**config.mk**
```make
export PLATFORM = sky130hd
export DESIGN_NAME = pipe_skid_stage
export DESIGN_NICKNAME = d
export VERILOG_FILES = /design/src/rtl/pipe_skid_stage.sv
export SDC_FILE = /design/constraint.sdc
export NUM_CORES = 1
export LEC_CHECK = 0
export ABC_AREA = 0
export BUFFER_PORTS_ARGS = -buffer_cell sky130_fd_sc_hd__buf_2
export CORE_MARGIN = 2
export CORE_UTILIZATION = 40
export CTS_BUF_LIST = sky130_fd_sc_hd__clkbuf_8
export DETAILED_ROUTE_END_ITERATION = 10
export SETUP_SLACK_MARGIN = 0.15
export SLEW_MARGIN = 20
export SYNTH_ARGS = -nofsm -noshare
export SYNTH_HDL_FRONTEND = slang
export SYNTH_SLANG_ARGS = --single-unit
export TNS_END_PERCENT = 10
```
**constraint.sdc**
```tcl
create_clock -name clk_i -period 1.9 [get_ports clk_i]
set_input_delay 0.095 -clock clk_i [delete_from_list [all_inputs] [get_ports clk_i]]
set_output_delay 0.095 -clock clk_i [all_outputs]
set_load 0.005 [all_outputs]
```
**src/rtl/pipe_skid_stage.sv**
```systemverilog
// -----------------------------------------------------------------------------
// pipe_skid_stage
//
// Parametrised pipeline boundary register with a valid/ready handshake and a
// 2-entry skid buffer (main + skid). in_ready_o comes straight from a flop,
// so no stall path runs combinationally from out_ready_i to in_ready_o.
// Flush squashes every held entry back to BUBBLE_VAL.
//
// Parameters:
//   DATA_W      payload width in bits (>=1)
//   BUBBLE_VAL  value shown on out_data_o when empty; loaded on reset/flush
//
// Ports:
//   clk_i        clock, all logic on posedge
//   rst_i        synchronous reset, active-high
//   flush_i      bubble request, squashes all held entries
//   in_valid_i   upstream has payload
//   in_ready_o   stage can accept (registered, ~skid valid)
//   in_data_i    upstream payload
//   out_valid_o  main entry holds a payload
//   out_ready_i  downstream accepts
//   out_data_o   main entry payload, BUBBLE_VAL when empty
//   count_o      occupancy 0..2
//
// Optional build macro PIPE_SKID_STAGE_PERF_EN adds:
//   stall_cnt_o  cycles with out_valid_o & ~out_ready_i (saturating)
//   flush_cnt_o  cycles with flush_i while occupied (saturating)
// -----------------------------------------------------------------------------
module pipe_skid_stage #(
    parameter int                 DATA_W     = 32,
    parameter logic [DATA_W-1:0]  BUBBLE_VAL = '0
) (
    input  logic              clk_i,
    input  logic              rst_i,
    input  logic              flush_i,
    input  logic              in_valid_i,
    output logic              in_ready_o,
    input  logic [DATA_W-1:0] in_data_i,
    output logic              out_valid_o,
    input  logic              out_ready_i,
    output logic [DATA_W-1:0] out_data_o,
    output logic [1:0]        count_o
`ifdef PIPE_SKID_STAGE_PERF_EN
    ,
    output logic [31:0]       stall_cnt_o,
    output logic [31:0]       flush_cnt_o
`endif
);

    logic              main_vld_p0;
    logic [DATA_W-1:0] main_data_p0;
    logic              skid_vld_p0;
    logic [DATA_W-1:0] skid_data_p0;

    logic acc;
    logic deq;

    assign acc = in_valid_i & ~skid_vld_p0;
    assign deq = main_vld_p0 & out_ready_i;

    // ---- boundary register: main + skid entries ----
    always_ff @(posedge clk_i) begin
        if (rst_i || flush_i) begin
            // Same-cycle accept is dropped and same-cycle dequeue is not replayed.
            main_vld_p0  <= 1'b0;
            main_data_p0 <= BUBBLE_VAL;
            skid_vld_p0  <= 1'b0;
            skid_data_p0 <= BUBBLE_VAL;
        end else if (!main_vld_p0) begin
            if (acc) begin
                main_vld_p0  <= 1'b1;
                main_data_p0 <= in_data_i;
            end
        end else if (!skid_vld_p0) begin
            if (deq && acc) begin
                main_data_p0 <= in_data_i;
            end else if (deq) begin
                main_vld_p0  <= 1'b0;
                main_data_p0 <= BUBBLE_VAL;
            end else if (acc) begin
                // Downstream stalled: park the new payload; in_ready_o drops next cycle.
                skid_vld_p0  <= 1'b1;
                skid_data_p0 <= in_data_i;
            end
        end else if (deq) begin
            main_data_p0 <= skid_data_p0;
            skid_vld_p0  <= 1'b0;
            skid_data_p0 <= BUBBLE_VAL;
        end
    end

    assign out_valid_o = main_vld_p0;
    assign out_data_o  = main_data_p0;
    assign in_ready_o  = ~skid_vld_p0;
    // skid is only ever valid while main is valid, so this is main + skid.
    assign count_o     = {skid_vld_p0, main_vld_p0 & ~skid_vld_p0};

`ifdef PIPE_SKID_STAGE_PERF_EN
    function automatic logic [31:0] sat_inc(input logic [31:0] v, input logic en);
        if (en && (v != 32'hFFFF_FFFF)) begin
            return v + 32'd1;
        end
        return v;
    endfunction

    logic [31:0] stall_cnt_p0;
    logic [31:0] flush_cnt_p0;

    // ---- performance counters (cleared only by reset) ----
    always_ff @(posedge clk_i) begin
        if (rst_i) begin
            stall_cnt_p0 <= 32'd0;
            flush_cnt_p0 <= 32'd0;
        end else begin
            stall_cnt_p0 <= sat_inc(stall_cnt_p0, main_vld_p0 & ~out_ready_i);
            flush_cnt_p0 <= sat_inc(flush_cnt_p0, flush_i & main_vld_p0);
        end
    end

    assign stall_cnt_o = stall_cnt_p0;
    assign flush_cnt_o = flush_cnt_p0;
`endif

endmodule
```
Word-level counts from Yosys, hierarchy flattened
Index checks and enable logic that the tools add are counted.

Register bits after elaboration: 66.

Eq/ne operators: 5. Bitwise logic cells: 4. Reduce and logical (&&, ||, !) cells: 6. Mux-type cells: 17.

Operator list (count): 2-to-1 mux 32 bit (9); 2-to-1 mux 1 bit (8); AND reduction 5 bit (1); != test 2 bit, second input constant (2); nonzero test 2 bit (2); bitwise AND 1 bit (3); != test 3 x 1 -> 1 bit, second input constant (1); != test 3 x 2 -> 1 bit, second input constant (1); AND reduction 3 bit (1); != test 2 x 1 -> 1 bit, second input constant (1); logical AND 1 bit (1); logical OR 1 bit (1); inverter 1 bit (1).

Depth between registers and ports, before layout
Word-level depth: 6. Mapped depth: 6. Gate-level depth less buffers: 3.

Worst setup path after synthesis
OpenSTA, ideal clock, no wires.

Path kind: reg-to-reg. Start: register main_vld_p0 (netlist: out_valid_o). End: register skid_data_p0[0]. Clock period less this slack: 1.317 ns. Arrival time: 1.200 ns. Path buffers: 3. Data required time: 1.783 ns. Stages on the path, launching flop included: 7. Library setup time: 0.117 ns. Setup slack: 0.583 ns. Path through: dfxtp_1 -> buf_6 -> and4bb_4 -> and2_1 -> buf_4 -> buf_6 -> a22o_1.

Cells in the longest elaborated chain, start to end: 4.

Ends and longest elaborated chain: start, declared (RTL line 50) `logic main_vld_p0;`; start signal, assigned (RTL line 65) `main_vld_p0 <= 1'b0;`; start signal, assigned (RTL line 71) `main_vld_p0 <= 1'b1;`; start signal, assigned (RTL line 78) `main_vld_p0 <= 1'b0;`; bitwise AND 1 bit (RTL line 59) `assign deq = main_vld_p0 & out_ready_i;`; logical AND 1 bit (RTL line 75) `if (deq && acc) begin`; != test 2 bit (no line); AND reduction 5 bit (no line) *; end signal, assigned (RTL line 83) `skid_data_p0 <= in_data_i;`; end, declared (RTL line 53) `logic [DATA_W-1:0] skid_data_p0;`.

Mark *: on every way between the ends. The rest lies on a longest branch, timed or not. A chain may end at the register's enable or synchronous reset.

Worst setup path in the final report
Start: register main_vld_p0 (netlist: out_valid_o). End: register main_data_p0[10] (netlist: out_data_o[10]).

Cells in the longest elaborated chain, start to end: 5.

Ends and longest elaborated chain: bitwise AND 1 bit (RTL line 59); logical AND 1 bit (RTL line 75); 2-to-1 mux 32 bit (RTL line 75); 2-to-1 mux 32 bit (RTL line 74) `end else if (!skid_vld_p0) begin`; 2-to-1 mux 32 bit (RTL line 69) `end else if (!main_vld_p0) begin`; end signal, assigned (RTL line 72) `main_data_p0 <= in_data_i;`; end signal, assigned (RTL line 76) `main_data_p0 <= in_data_i;`; end signal, assigned (RTL line 86) `main_data_p0 <= skid_data_p0;`; end, declared (RTL line 51) `logic [DATA_W-1:0] main_data_p0;`.

Parallel ways exist; a longest one is shown, timed or not.

==> results.sh <==
export IMPL_status="finished, final reports clean"
export IMPL_portBuffers=72
export IMPL_fp_dieW_um=86.0
export IMPL_die_area_sq_mm=0.00740
export IMPL_placed_cell_area_sq_mm=0.00304
export IMPL_synthToLayoutAreaGrowth_pct=32.1
export IMPL_cts_root_buffer="clkbuf_8"
export IMPL_fillers=618
export IMPL_crit_type="reg2reg"
export IMPL_layout_common_cells="buf_2, dfxtp_1, inv_1"
export IMPL_insertion_delay_ps=320
export IMPL_syn_inst=272
export IMPL_critPathRequiredTime_ps=2090
export IMPL_synthMuxAreaShare=0
export IMPL_cts_buffer_depth=2
export IMPL_critical_path_slowest_cell="nor3_4"
export IMPL_grt_overflow_total=0
export IMPL_crit_chain="nor2b_1 -> nor3_4 -> buf_4 -> a221oi_1"
export IMPL_synth_seq_cells=66
export IMPL_finalNetCount=407
export IMPL_holdPathStages=2
export IMPL_fmax_mhz=620
export IMPL_clkSinkCount=66
export IMPL_fin_crit_sh=0.849
export IMPL_gp_congestion=0.745
export IMPL_drt_first_pass_iters=4
export IMPL_holdPathEnd="skid_data_p0[7]"
export IMPL_synth_top_family_by_area="compound AO/OA/AOI/OAI gates"
export IMPL_rows=29
export IMPL_layout_commonest_cell="buf_2"
export IMPL_antennaDiodeCount=0
export IMPL_power_density_mw_per_mm2=834
export IMPL_synth_compound_area_frac=0.305
export IMPL_antenna_found_initial=0
export IMPL_drt_iter0_drc=128
export IMPL_first_global_vias=2277
export IMPL_final_util=0.554
export IMPL_gr_usage_all_layers=0.185
export IMPL_holdCritStartpoint="in_data_i[7]"
export IMPL_leakagePower_nw=1.49
export IMPL_fin_skew_ps=6.02
export IMPL_synth_xor_area_share=0
export IMPL_drv_cap=0
export IMPL_drc=0
export IMPL_synth_adder_area_share=0
export IMPL_ant_nets=0
export IMPL_worstSetupStartpointType="flop"
export IMPL_hpwl_um=4020
export IMPL_path_buf_inv=1
export IMPL_syn_avg_cell_area_sq_um=9.90
export IMPL_rrSetupSlack_ps=290
export IMPL_endpoint_kind="flop"
export IMPL_regArea_sq_mm=0.00132
export IMPL_grt_pass1_wl_um=10700
export IMPL_yosysUniqueCellTypes=25
export IMPL_r2r_start="out_valid_o"
export IMPL_tightest_slew_ps=614
export IMPL_setup_tns_ps=0
export IMPL_synthSimpleGateAreaFrac=0.0832
export IMPL_yosysWarnings=0
export IMPL_cts_buffers=9
export IMPL_ioPinCount=73
export IMPL_path_clk_slew_ps=70
export IMPL_synth_area_sq_mm=0.00269
export IMPL_dieHeight_um=86.0
export IMPL_start_util=0.419
export IMPL_cp_top_family="simple AND/OR/NAND/NOR gates"
export IMPL_seq_area_frac_synth=0.491
export IMPL_worstPathArrival_ps=1800
export IMPL_r2r_end="out_data_o[10]"
export IMPL_fin_crit_ps=1610
export IMPL_whs_ps=11.5
export IMPL_rsz0062_at_grt="no"
export IMPL_multi_input_area_sq_mm=0.00107
export IMPL_drive_gt1_frac=0.310
export IMPL_routed_via_density=5.14
export IMPL_finalHoldViolCount=0
export IMPL_finalSetupViolCount=0
export IMPL_synth_nets=309
export IMPL_holdCritPathClass="in2reg"
export IMPL_path_max_fanout=11
export IMPL_cpPeakStageDelay_ps=510
export IMPL_vias=2319
export IMPL_grt_max_degree=36
export IMPL_core_sq_mm=0.00642
export IMPL_finalMaxSlewViolations=0
export IMPL_cts_tree="done"
export IMPL_fin_area_sq_mm=0.00356
export IMPL_cts_post_setup_buffers_inserted=0
export IMPL_wirelength_um=6630
export IMPL_h_tree_depth=3
export IMPL_wire_per_inst_um=14.7
export IMPL_rr_worst_depth=4
export IMPL_vdd_ir_drop_max_uv=442
export IMPL_slew_headroom=0.589
-- worst reg2reg max path: stages (launching register included) --
cell	delay, ps
dfxtp_1	340
nor2b_1	220
nor3_4	510
buf_4	310
a221oi_1	100
-- cell usage after synthesis --
cell,number,share of area
nor2b_1,2,0.0046
or2_2,1,0.0023
nor3b_4,1,0.0070
nor3_2,1,0.0037
nand2_1,33,0.046
and2_1,1,0.0023
buf_4,2,0.0056
buf_2,3,0.0056
nand3_1,1,0.0019
a221oi_2,10,0.056
buf_1,1,0.0014
a211oi_1,1,0.0028
a21oi_1,2,0.0037
clkbuf_1,8,0.011
o21ai_0,33,0.061
a22o_1,32,0.10
dfxtp_1,66,0.49
o21a_4,1,0.0056
inv_1,34,0.047
and4bb_4,1,0.0060
buf_6,12,0.050
a221oi_1,21,0.068
nand2b_4,1,0.0051
a2111oi_0,1,0.0033
nor2_1,3,0.0042
-- per-stage QoR --
step	instances	worst slack, ps	power (mW)
2_1_floorplan	272	583	1.64
3_3_place_gp	406	53.1	1.74
3_5_place_dp	406	-4.01	1.74
4_1_cts	449	202	2.99
5_1_grt	451	193	3.11
6_report	451	287	2.97
-- repair_timing --
action,in CTS,in global routing
endpoints found under the setup margin,11,40
pin swaps,1,0
resized for setup,0,2
hold buffers,27,2
cloned,1,0
hold endpoints to repair,27,2
-- layout make-up --
cell class | count | area share
clock inverter | 3 | 0.0109
tap | 77 | 0.0271
multi-input combinational | 147 | 0.302
timing repair buffer | 112 | 0.206
sequential | 66 | 0.371
inverter | 34 | 0.0359
clock buffer | 12 | 0.0464
-- how the worst max path moves through the flow --
stage                     start              end  slack (ps)  cells past startpoint
floorplan           out_valid_o  skid_data_p0[0]         580                      6
global placement    out_valid_o   out_data_o[11]          50                      4
detailed placement  out_valid_o   out_data_o[10]          -4                      4
CTS                 out_valid_o    out_data_o[7]         200                      3
global route        out_valid_o    out_data_o[4]         190                      4
finish              out_valid_o   out_data_o[10]         290                      4
-- routing by layer --
| metal | vias up | share of wire | track usage |
|---|---|---|---|
| met5 | - | 0 | 0 |
| met1 | 1079 | 0.47 | 0.246 |
| met4 | 0 | 0.0077 | 0.0736 |
| li1 | 1170 | - | - |
| met2 | 64 | 0.47 | 0.296 |
| met3 | 6 | 0.050 | 0.0366 |
-- state kept, by name, summed over array words and instances, names as in the netlist --
signal / cells
out_data_o: 32
skid_data_p0: 32
out_valid_o: 1
skid_vld_p0: 1
-- logic make-up (layout without fill, tap and decap cells) --
logic type,after synthesis,after routing
DFF,66,66
AOI/OAI and AO/OA,101,101
buffers and inverters,60,161
and+or+nand+nor,45,46
-- power by group --
part           internal, mW  leakage [nW]  total (mW)  switching, mW
Sequential             1.42         0.535        1.44         0.0181
Combinational         0.150         0.845       0.327          0.177
Clock                 0.700         0.110        1.20          0.505
No activity file was read; power rests on OpenSTA's default activity.
